<file path="config.mk">
export PLATFORM = sky130hd
export DESIGN_NAME = chime_controller
export DESIGN_NICKNAME = d
export VERILOG_FILES = /design/src/rtl/chime_pkg.sv /design/src/rtl/chime_timer.sv /design/src/rtl/chime_controller.sv
export SDC_FILE = /design/constraint.sdc
export NUM_CORES = 1
export LEC_CHECK = 0
export CAP_MARGIN = 0
export CORE_ASPECT_RATIO = 0.8
export CORE_UTILIZATION = 35
export CTS_CLUSTER_DIAMETER = 100
export DETAILED_ROUTE_END_ITERATION = 12
export HOLD_SLACK_MARGIN = 0.02
export REMOVE_ABC_BUFFERS = 1
export SKIP_LAST_GASP = 1
export SYNTH_ARGS = -nofsm -noshare
export SYNTH_HDL_FRONTEND = slang
export SYNTH_SLANG_ARGS = --single-unit
</file>
<file path="constraint.sdc">
create_clock -name clk -period 1.7 [get_ports clk]
set_input_delay 0.425 -clock clk [delete_from_list [all_inputs] [get_ports clk]]
set_output_delay 0.425 -clock clk [all_outputs]
set_load 0.01 [all_outputs]
</file>
<file path="src/rtl/chime_pkg.sv">
// Shared types and constants for the doorbell chime controller:
// FSM state encoding, door and tone encodings, and the per-state
// output decode helpers used by the controller.
package chime_pkg;

    typedef enum logic [2:0] {
        IDLE  = 3'd0,
        TONE1 = 3'd1,
        GAP   = 3'd2,
        TONE2 = 3'd3,
        REST  = 3'd4
    } state_t;

    localparam logic DOOR_FRONT = 1'b0;
    localparam logic DOOR_BACK  = 1'b1;
    localparam logic TONE_A     = 1'b0;
    localparam logic TONE_B     = 1'b1;

    // Mux select for a given state and door: front plays a-then-b,
    // back plays b-then-a; GAP already presents the second tone.
    function automatic logic tone_sel(input state_t st, input logic door);
        logic s;
        case (st)
            TONE1:      s = (door == DOOR_BACK) ? TONE_B : TONE_A;
            GAP, TONE2: s = (door == DOOR_BACK) ? TONE_A : TONE_B;
            default:    s = TONE_A;
        endcase
        return s;
    endfunction

    // Tone gate: only the two tone states sound.
    function automatic logic tone_on(input state_t st);
        logic t;
        case (st)
            TONE1, TONE2: t = 1'b1;
            default:      t = 1'b0;
        endcase
        return t;
    endfunction

endpackage

</file>
<file path="src/rtl/chime_timer.sv">
// Load/decrement down-counter timing each chime phase. The owning FSM
// loads (duration-1) on state entry and leaves the state when done is
// high, i.e. when the count reads zero.
module chime_timer #(
    parameter int W = 4
) (
    input  logic         clk,
    input  logic         rst_n,
    input  logic         load,
    input  logic [W-1:0] load_val,
    output logic         done
);

    logic [W-1:0] cnt_r;

    // Count register: load has priority, otherwise count down and hold at zero.
    always_ff @(posedge clk) begin
        if (!rst_n) begin
            cnt_r <= {W{1'b0}};
        end else if (load) begin
            cnt_r <= load_val;
        end else if (cnt_r != {W{1'b0}}) begin
            cnt_r <= cnt_r - W'(1);
        end else begin
            cnt_r <= cnt_r;
        end
    end

    assign done = (cnt_r == {W{1'b0}});

endmodule

</file>
<file path="src/rtl/chime_controller.sv">
// Doorbell chime sequencer and two-door arbiter.
// Captures rising edges of the front/back buttons into one pending flag
// per door, grants the chime to one door at a time and plays a two-tone
// pattern (TONE1, GAP, TONE2, REST) by driving sel and tone_en.
// Build option: define CHIME_FIXED_PRIORITY_EN to make front win every
// tie and drop the round-robin pointer; otherwise ties alternate.
module chime_controller
    import chime_pkg::*;
#(
    parameter int TONE_CYCLES = 8,
    parameter int GAP_CYCLES  = 2
) (
    input  logic clk,
    input  logic rst_n,
    input  logic req_front,
    input  logic req_back,
    output logic sel,
    output logic tone_en,
    output logic grant_front,
    output logic grant_back,
    output logic busy,
    output logic door
);

    localparam int MAX_DUR = (TONE_CYCLES > GAP_CYCLES) ? TONE_CYCLES : GAP_CYCLES;
    localparam int CW      = $clog2(MAX_DUR + 1);
    localparam logic [CW-1:0] TONE_LOAD = CW'(TONE_CYCLES - 1);
    localparam logic [CW-1:0] GAP_LOAD  = CW'(GAP_CYCLES - 1);

    state_t        state_r;
    state_t        next_state_s;
    logic          req_front_q_r;
    logic          req_back_q_r;
    logic          pend_front_r;
    logic          pend_back_r;
    logic          rise_front_s;
    logic          rise_back_s;
    logic          grant_s;
    logic          grant_door_s;
    logic          door_next_s;
    logic          load_s;
    logic [CW-1:0] load_val_s;
    logic          done_s;
    logic          sel_r;
    logic          tone_en_r;
    logic          grant_front_r;
    logic          grant_back_r;
    logic          busy_r;
    logic          door_r;

    assign rise_front_s = req_front & ~req_front_q_r;
    assign rise_back_s  = req_back  & ~req_back_q_r;

    chime_timer #(.W(CW)) u_timer (
        .clk      (clk),
        .rst_n    (rst_n),
        .load     (load_s),
        .load_val (load_val_s),
        .done     (done_s)
    );

    // Edge history and pending flags: a new edge sets the flag even in the
    // cycle its door is granted, so a re-press during its own chime queues a replay.
    always_ff @(posedge clk) begin
        if (!rst_n) begin
            req_front_q_r <= 1'b0;
            req_back_q_r  <= 1'b0;
            pend_front_r  <= 1'b0;
            pend_back_r   <= 1'b0;
        end else begin
            req_front_q_r <= req_front;
            req_back_q_r  <= req_back;
            pend_front_r  <= rise_front_s |
                             (pend_front_r & ~(grant_s & (grant_door_s == DOOR_FRONT)));
            pend_back_r   <= rise_back_s |
                             (pend_back_r & ~(grant_s & (grant_door_s == DOOR_BACK)));
        end
    end

`ifdef CHIME_FIXED_PRIORITY_EN
    // Arbiter: front wins whenever it is pending.
    always_comb begin
        grant_door_s = DOOR_FRONT;
        if (pend_front_r) begin
            grant_door_s = DOOR_FRONT;
        end else if (pend_back_r) begin
            grant_door_s = DOOR_BACK;
        end else begin
            grant_door_s = DOOR_FRONT;
        end
    end
`else
    logic last_served_r;

    // Round-robin pointer: remembers the door granted most recently.
    always_ff @(posedge clk) begin
        if (!rst_n) begin
            last_served_r <= DOOR_BACK;
        end else if (grant_s) begin
            last_served_r <= grant_door_s;
        end else begin
            last_served_r <= last_served_r;
        end
    end

    // Arbiter: a single pending door wins; a tie goes to the door not served last.
    always_comb begin
        grant_door_s = DOOR_FRONT;
        if (pend_front_r && pend_back_r) begin
            grant_door_s = ~last_served_r;
        end else if (pend_back_r) begin
            grant_door_s = DOOR_BACK;
        end else begin
            grant_door_s = DOOR_FRONT;
        end
    end
`endif

    // Next-state logic; each state entry loads the phase timer with duration-1.
    always_comb begin
        next_state_s = state_r;
        load_s       = 1'b0;
        load_val_s   = {CW{1'b0}};
        grant_s      = 1'b0;
        case (state_r)
            IDLE: begin
                if (pend_front_r || pend_back_r) begin
                    next_state_s = TONE1;
                    load_s       = 1'b1;
                    load_val_s   = TONE_LOAD;
                    grant_s      = 1'b1;
                end else begin
                    next_state_s = IDLE;
                end
            end
            TONE1: begin
                if (done_s) begin
                    next_state_s = GAP;
                    load_s       = 1'b1;
                    load_val_s   = GAP_LOAD;
                end else begin
                    next_state_s = TONE1;
                end
            end
            GAP: begin
                if (done_s) begin
                    next_state_s = TONE2;
                    load_s       = 1'b1;
                    load_val_s   = TONE_LOAD;
                end else begin
                    next_state_s = GAP;
                end
            end
            TONE2: begin
                if (done_s) begin
                    next_state_s = REST;
                    load_s       = 1'b1;
                    load_val_s   = GAP_LOAD;
                end else begin
                    next_state_s = TONE2;
                end
            end
            REST: begin
                if (done_s) begin
                    next_state_s = IDLE;
                end else begin
                    next_state_s = REST;
                end
            end
            default: begin
                next_state_s = IDLE;
            end
        endcase
    end

    assign door_next_s = grant_s ? grant_door_s : door_r;

    // State and output registers: outputs are decoded from the next state so
    // they line up with the state they describe on the same edge.
    always_ff @(posedge clk) begin
        if (!rst_n) begin
            state_r       <= IDLE;
            door_r        <= DOOR_FRONT;
            sel_r         <= TONE_A;
            tone_en_r     <= 1'b0;
            busy_r        <= 1'b0;
            grant_front_r <= 1'b0;
            grant_back_r  <= 1'b0;
        end else begin
            state_r       <= next_state_s;
            door_r        <= door_next_s;
            sel_r         <= tone_sel(next_state_s, door_next_s);
            tone_en_r     <= tone_on(next_state_s);
            busy_r        <= (next_state_s != IDLE);
            grant_front_r <= grant_s & (grant_door_s == DOOR_FRONT);
            grant_back_r  <= grant_s & (grant_door_s == DOOR_BACK);
        end
    end

    assign sel         = sel_r;
    assign tone_en     = tone_en_r;
    assign grant_front = grant_front_r;
    assign grant_back  = grant_back_r;
    assign busy        = busy_r;
    assign door        = door_r;

endmodule
</file>
# Yosys cells after proc, flatten, opt, wreduce, memory -nomap -nowiden
# Cells that the tools add are included.
[totals]
output_inout_bits = 6
elab_cells = 69
input_bits = 4
ff_bits = 18
[classes]
n_bitwise = 14
n_eq_ne = 7
mux = 23
n_addsub = 1
reduce_logical = 11
[op_table]
columns = ["op", "count"]
rows = [
  ["$pmux W3 S5", 1],
  ["$eq A3 B2 Y1 const B", 4],
  ["$mux W1", 12],
  ["$mux W3", 4],
  ["$pmux W3 S3", 1],
  ["$mux W4", 2],
  ["$and A1 B1 Y1", 6],
  ["$eq A3 B1 Y1 const B", 2],
  ["$not A1 Y1", 6],
  ["$reduce_or A2 Y1", 3],
  ["$logic_not A4 Y1", 1],
  ["$pmux W1 S2", 2],
  ["$reduce_bool A4 Y1", 1],
  ["$sub A4 B1 Y4 const B", 1],
  ["$eq A3 B3 Y1 const B", 1],
  ["$logic_not A3 Y1", 1],
  ["$reduce_bool A3 Y1", 1],
  ["$reduce_or A3 Y1", 1],
  ["$mux W2", 1],
  ["$or A1 B1 Y1", 2],
  ["$reduce_bool A2 Y1", 1],
  ["$logic_and A1 B1 Y1", 1],
  ["$logic_or A1 B1 Y1", 1],
]

# Depth between registers and ports, before layout
# Gate-level depths: netlist of the first run.
[depth]
depth_word = 7
depth_mapped = 7
ltp_nobuf = 6

# Cells and area by module
# From an unflattened synthesis of the first run, not the netlist that was laid out.
[hier_totals]
cells_unflattened = 86
hier_area_um2 = 843.3
[by_module_without_submodules]
columns = ["mod", "cells_each", "seq_area_each_um2", "area_per_inst_um2", "instances"]
rows = [
  ["chime_controller", 63, 280.3, 613.1, 1],
  ["chime_timer", 23, 80.1, 230.2, 1],
]

# Worst setup path before layout of the first run
# Ideal clock, no wire load.
[synth_timing]
path_type = "register -> register"
from = "reg u_timer.cnt_r[0]"
to = "reg u_timer.cnt_r[2]"
setup_ns = 0.073
t_arrival_ns = 1.707
required_time_ns = 1.627
setup_slack_ns = -0.079
stages_incl_launch_ff = 8
period_less_slack_ns = 1.779
n_path_buf = 1
path_cell_list = "dfxtp_1 > inv_1 > ha_1 > or3b_1 > buf_6 > a2111oi_4 > o21bai_1 > nor3b_2"
[synth_between]
elab_chain_cells = 4
word_cells_on_any_way = 10
cone_classes = "add/sub: 1; mux: 6; reduce/logical: 3"
[synth_rtl]
columns = ["element", "line_no", "text"]
rows = [
  ["start: declaration", "chime_timer.sv:14", "logic [W-1:0] cnt_r;"],
  ["start signal: assignment", "chime_timer.sv:19", "cnt_r <= {W{1'b0}};"],
  ["start signal: assignment", "chime_timer.sv:21", "cnt_r <= load_val;"],
  ["start signal: assignment", "chime_timer.sv:23", "cnt_r <= cnt_r - W'(1);"],
  ["parallel branches: the longest is 4 deep, another holds $sub A4 B1 Y4", "-", ""],
]
# Parallel ways; which one is timed is not known. The select of a mux whose other input is x is not followed.
# A chain may end at the register's enable or synchronous reset.

# Worst setup path in the final report of the first run
[layout_timing]
from = "reg u_timer.cnt_r[1]"
to = "reg sel_r (netlist: sel)"
[layout_between]
elab_chain_cells = 6
word_cells_on_any_way = 11
cone_classes = "eq/ne: 3; mux: 6; reduce/logical: 2"
[layout_rtl]
columns = ["element", "line_no", "text"]
rows = [
  ["$logic_not A4 Y1 (*)", "chime_timer.sv:29", "assign done = (cnt_r == {W{1'b0}});"],
  ["$mux W3 (tied with other cells)", "chime_controller.sv:155", "if (done_s) begin"],
  ["$pmux W3 S5 (*)", "chime_controller.sv:125", "case (state_r)"],
  ["$eq A3 B2 Y1", "chime_pkg.sv:23", "case (st)"],
  ["$reduce_or A2 Y1", "chime_pkg.sv:23", ""],
  ["$pmux W1 S2 (*)", "chime_pkg.sv:23", ""],
  ["end signal: assignment", "chime_controller.sv:192", "sel_r <= tone_sel(next_state_s, door_next_s);"],
  ["end: declaration", "chime_controller.sv:44", "logic sel_r;"],
]
# Every way passes the cells marked *; elsewhere a longest branch is shown, timed or not.

==> results of run 1 <==
==> cell usage after synthesis (all sizes together) <==
library cell / instances / area share
dfxtp: 18 / 0.44
nor2: 5 / 0.023
a21oi: 4 / 0.024
and2: 4 / 0.030
nor2b: 4 / 0.030
nor3: 4 / 0.024
nor3b: 4 / 0.042
a21boi: 3 / 0.027
inv: 3 / 0.014
nand2: 3 / 0.014
nor4b: 3 / 0.032
o21a: 3 / 0.027
o21ai: 3 / 0.018
a2111oi: 2 / 0.044
a211oi: 2 / 0.024
buf: 2 / 0.020
clkbuf: 2 / 0.0091
or3: 2 / 0.015
xnor2: 2 / 0.021
a31oi: 1 / 0.0076
and3: 1 / 0.0076
and4bb: 1 / 0.015
ha: 1 / 0.015
nand2b: 1 / 0.0076
nand3: 1 / 0.0061
nor4: 1 / 0.0076
o211a: 1 / 0.012
o21bai: 1 / 0.0091
o31ai: 1 / 0.0091
or2: 1 / 0.0076
or3b: 1 / 0.011
or4: 1 / 0.0091
==> layout by cell type, fill, tap and decap left out, types with 2 or more instances in the layout <==
cell,n
dfxtp_2,2
and2_1,4
clkbuf_4,3
nor4b_2,2
xnor2_1,2
nor2b_1,4
a21oi_2,2
inv_2,2
o21a_1,3
nor2_1,5
nand2_1,3
or3_1,2
buf_4,15
dfxtp_1,16
a21oi_1,2
nor3_1,4
o21ai_1,2
nor3b_1,3
a21boi_0,2
clkdlybuf4s50_1,9
==> layout make-up <==
| type | count | area, um2 | area share |
|---|---|---|---|
| Tap cell | 25 | 31.3 | 0.0281 |
| Sequential cell | 18 | 363 | 0.325 |
| Timing Repair Buffer | 24 | 203 | 0.182 |
| Inverter | 3 | 11.3 | 0.0101 |
| Multi-Input combinational cell | 61 | 470 | 0.422 |
| Clock buffer | 4 | 36.3 | 0.0325 |
==> worst min-delay path by stage <==
stage                          startpoint                         end  slack, ns  cells past startpoint
2_1_floorplan  last_served_r$_SDFFE_PN1N_  last_served_r$_SDFFE_PN1N_       0.46                      2
3_3_place_gp   last_served_r$_SDFFE_PN1N_  last_served_r$_SDFFE_PN1N_       0.48                      2
3_5_place_dp   last_served_r$_SDFFE_PN1N_  last_served_r$_SDFFE_PN1N_       0.49                      2
4_1_cts        last_served_r$_SDFFE_PN1N_  last_served_r$_SDFFE_PN1N_       0.50                      2
5_1_grt          req_front_q_r$_SDFF_PN0_     pend_front_r$_SDFF_PN0_       0.53                      2
6_report       last_served_r$_SDFFE_PN1N_  last_served_r$_SDFFE_PN1N_       0.50                      2
==> critical path: stages (launching register included) <==
cell and delay, ns:
dfxtp_2 0.36, inv_2 0.05, ha_4 0.15, buf_4 0.14, and4bb_2 0.25, xnor2_1 0.16, a2111oi_1 0.35, o211a_1 0.21
==> report_power, final <==
group / switching (mW) / internal (mW) / total (mW)
combinational: 0.430 / 0.545 / 0.976
sequential: 0.0944 / 0.532 / 0.627
clock: 0.128 / 0.130 / 0.259
==> per-layer routing <==
layer,up-vias,routed length (um),track usage
met1,298,906,0.211
met5,-,0,0
met2,14,738,0.212
met4,0,16,0.0439
li1,359,-,-
met3,2,81,0.0511
==> cell families (layout without fill, tap and decap cells) <==
family | count (synthesis) | count (layout) | share of synthesized area
fa+ha+maj | 1 | 1 | 0.0151
xor+xnor | 2 | 2 | 0.0212
flops | 18 | 18 | 0.436
buf+inv | 7 | 31 | 0.0424
compound gates | 21 | 21 | 0.203
simple gates | 37 | 37 | 0.282
==> through the flow <==
step	std cells	utilization	hold slack (ns)	TNS, ns
floorplan	82	-	0.462	-0.139
global placement	131	0.472	0.480	-0.147
detailed placement	131	0.472	0.485	-0.368
CTS	135	0.500	0.501	0
global route	135	0.508	0.533	-0.221
finish	135	0.508	0.495	0
==> what timing repair did <==
item / CTS / global route
pin swaps: 4 / 1
hold buffers: 0 / 0
setup buffers: 0 / 0
setup endpoints to repair: 5 / 5
gates resized for setup: 10 / 3
==> results.yml, run 1 <==
setup_path:
  crit_type: "reg2reg"
  startpoint: "u_timer.cnt_r[1]$_SDFFE_PN0P_"
  start_kind: "flip-flop"
  crit_arrival_ns: 1.94
  cp-endpoint: "sel$_SDFF_PN0_"
  r2r_slack_ns: 0.001
  timing.rr.start: "u_timer.cnt_r[1]$_SDFFE_PN0P_"
  cp-end-kind: "flip-flop"
  r2r_end: "sel$_SDFF_PN0_"
  rr_worst_depth: 7
  critPathMaxFanout: 5
  cp.required_ns: 1.94
sta:
  relSlewSlack: 0.681
  fmax_mhz: 589
  finalMaxSlewViolations: 0
  fin_crit_sh: 0.999
  finClkSkew_ns: 0.00561
  finalHoldViolCount: 0
  setup_slack_ns: 0.00145
  period_needed_ns: 1.70
  worst_slew_pin_slew_ns: 0.474
  setup_viol: 0
  rsz0062_at_grt: "true"
clock_tree:
  clkLatencyLatePin_ns: 0.29
  cts.clk_slew.worst_paths_ns: 0.10
  h-tree-depth: 1
  cts.sinks: 18
  clockRootBuffer: "clkbuf_4"
  clk_path_buf_depth: 2
  cts_made_buffers: 3
  cts_tree: "done"
yosys:
  syn_inst: 86
  post_synth.cell_area_avg_um2: 9.60
  synth.cell_area_um2: 826
  synth.distinct_cells: 38
  synth_seq_cells: 18
  yosysWarnings: 0
  yosysSeqAreaShare: 0.436
layout:
  largest-register: "u_timer.cnt_r"
  largest_reg_flops: 4
  stdcell_area_um2: 1110
  reg.largest.list: "u_timer.cnt_r (4), state_r (3)"
  nNetsFinal: 116
  syn2layout_area_growth_pct: 35.0
  drive_gt1_frac: 0.309
  num-fill-cells: 216
  antennaDiodeCount: 0
pwr:
  leakage_nw: 0.435
  ir_drop_mv: 0.686
  total_power_mw: 1.86
  powerDensity_nw_per_um2: 1670
grt:
  grt_use_total: 0.148
  grt_antenna_before_repair: 0
  grt_max_degree: 11
  grt_pass1_vias: 595
  grt_pass1_wl_um: 2790
  grt_overflow: 0
die:
  num_rows: 15
  die_width_um: 56.3
  die_area_um2: 2560
  io_pins: 10
  start_util: 0.376
  die_h_um: 45.4
  core-area_um2: 2200
placement:
  dp_hpwl_um: 1210
  placed_area_um2: 1040
  pre_cts_ws_ns: -0.134
  gp_congestion: 0.770
  port_buffers: 9
detailed_routing:
  wl_per_cell_um: 12.9
  drc: 0
  firstDrtPassIters: 4
  drtAntennaViolNets: 0
  via_count: 673
  vias_per_cell: 4.99
  wl_um: 1740
  drt_iter0_drc: 13
outcome:
  status: "complete, no violations"
run:
  cap_violations: 0
min_path:
  hold_path.class: "reg2reg"
No activity file was read; power rests on OpenSTA's default activity.
==> run 2, diff against run 1 <==
--- a/config.mk
+++ b/config.mk
@@ -7,6 +7,7 @@
 export LEC_CHECK = 0
 export CAP_MARGIN = 0
 export CORE_ASPECT_RATIO = 0.8
+export CORE_MARGIN = 2
 export CORE_UTILIZATION = 35
 export CTS_CLUSTER_DIAMETER = 100
 export DETAILED_ROUTE_END_ITERATION = 12
==> run 2 against run 1 <==
  * Clock power about the same
  * Critical path depth fell by 1
  * Clock-buffer cell count unchanged
  * Cell area is 1.3% higher
  * Maximum frequency is 0.58% higher
  * Via count grew 1.5%
  * Largest cell class unchanged
==> results.yml, run 2 (synthesized netlist as in run 1, its figures left out) <==
clock_tree:
  cts.clk_slew.worst_paths_ns: 0.10
  cts_tree: "done"
  clk_path_buf_depth: 2
  cts_made_buffers: 3
  clockRootBuffer: "clkbuf_4"
  holdBufCountCts: 0
  cts.sinks: 18
  h-tree-depth: 1
  clkLatencyLatePin_ns: 0.29
placement:
  port_buffers: 9
  dp_hpwl_um: 1230
  gp_congestion: 0.753
sta:
  period_needed_ns: 1.69
  rsz0062_at_grt: "true"
  relSlewSlack: 0.720
  tns_ns: 0
  worst_slew_pin_slew_ns: 0.416
  fmax_mhz: 592
  finClkSkew_ns: 0.00243
  finalMaxSlewViolations: 0
  setup_viol: 0
  finalHoldViolCount: 0
  fin_crit_sh: 0.993
  whs_ns: 0.499
pwr:
  p_comb_frac: 0.543
  switchingPower_uw: 669
  power_frac_seq: 0.322
  total_power_mw: 1.94
  switching_share: 0.346
  ir_drop_mv: 0.921
  powerDensity_nw_per_um2: 1710
  p_clk_frac: 0.135
  leakage_nw: 0.445
  p_int_mw: 1.27
die:
  die_area_um2: 2770
  start_util: 0.376
  die_width_um: 58.3
  die_h_um: 47.4
  num_rows: 15
  io_pins: 10
  core-area_um2: 2200
grt:
  grt_max_degree: 11
  grt_pass1_wl_um: 2860
  grt_use_total: 0.145
  grt_overflow: 0
  grt_pass1_vias: 611
  grt_antenna_before_repair: 0
detailed_routing:
  firstDrtPassIters: 3
  drc: 0
  wl_um: 1790
  drt_iter0_drc: 4
  vias_per_cell: 4.99
  via_count: 683
  drtAntennaViolNets: 0
  wl_per_cell_um: 13.1
layout:
  final_cell_mix: "dfxtp_1 (16), buf_4 (16), clkdlybuf4s50_1 (9), nor2_1 (5)"
  drive_gt1_frac: 0.313
  antennaDiodeCount: 0
  multi_input_area_um2: 467
  num-fill-cells: 210
  reg.largest.list: "u_timer.cnt_r (4), state_r (3)"
  largest-register: "u_timer.cnt_r"
  nNetsFinal: 118
  largest_reg_flops: 4
  seq_area_um2: 363
  syn2layout_area_growth_pct: 36.8
setup_path:
  cp.required_ns: 1.93
  crit_arrival_ns: 1.92
  cp-end-kind: "flip-flop"
  crit_slowest_cell: "or3b_4"
  crit_type: "reg2reg"
  timing.rr.start: "u_timer.cnt_r[0]$_SDFFE_PN0P_"
  startpoint: "u_timer.cnt_r[0]$_SDFFE_PN0P_"
  start_kind: "flip-flop"
  path_cells: "inv_2 > ha_4 > or3b_4 > a2111oi_4 > o21bai_1 > nor3b_2"
  critPathMaxFanout: 4
  max_stage_delay_ns: 0.41
min_path:
  hold_path.class: "reg2reg"
  min_from: "last_served_r$_SDFFE_PN1N_"
run:
  cap_violations: 0
outcome:
  status: "complete, no violations"
## run 2: cell count changes in the layout (fill, tap and decap cells not counted)
cell | previous run | this run
a21oi_1 | 2 | 3
a21oi_2 | 2 | 1
buf_4 | 15 | 16
buf_6 | 0 | 1
## run 2: stage by stage
step | setup slack [ns] | utilization | area, um2 | instances
floorplan | -0.105 | - | 802 | 82
global placement | -0.0700 | 0.468 | 1030 | 130
detailed placement | -0.0829 | 0.468 | 1030 | 130
CTS | -0.0252 | 0.498 | 1090 | 135
global route | -0.101 | 0.515 | 1130 | 137
finish | 0.0113 | 0.515 | 1130 | 137
## run 2: area by class of cell
cell class	instances	area share
multi-input combinational	61	0.413
inverter	3	0.00997
sequential	18	0.321
tap	25	0.0277
clock buffer	4	0.0321
timing repair buffer	26	0.196
## run 2: final timing paths
path,end,slack (ns),cells past startpoint
max,u_timer.cnt_r[2]$_SDFFE_PN0P_,0.01,6
min,last_served_r$_SDFFE_PN1N_,0.50,2
max reg2reg,u_timer.cnt_r[2]$_SDFFE_PN0P_,0.01,6
min reg2reg,last_served_r$_SDFFE_PN1N_,0.50,2
## run 2: layer usage
metal / wire [um] / GRT usage
met1: 907 / 0.190
met5: 0 / 0
met2: 792 / 0.218
met4: 42 / 0.0837
met3: 50 / 0.0432
## run 2: worst max-delay path, delay by kind of cell (launching register included)
kind | cells | cell delay, ns
AO/OA/AOI/OAI | 2 | 0.53
adder cells (fa/ha/maj) | 1 | 0.13
AND/OR/NAND/NOR | 2 | 0.56
buffers and inverters | 1 | 0.07
flip-flops | 1 | 0.33
## run 2: power by group through the flow
stage / Sequential (mW) / Combinational, mW / Clock [mW]
finish: 0.623 / 1.05 / 0.262
global route: 0.635 / 1.15 / 0.288
CTS: 0.622 / 0.954 / 0.270
detailed placement: 0.622 / 0.873 / 0
global placement: 0.622 / 0.864 / 0
floorplan: 0.635 / 0.491 / 0
## run 2: what timing repair did
action                     CTS  global route
gates resized for setup      8             5
pin swaps                    3             1
setup buffers                1             2
setup endpoints to repair    5             5
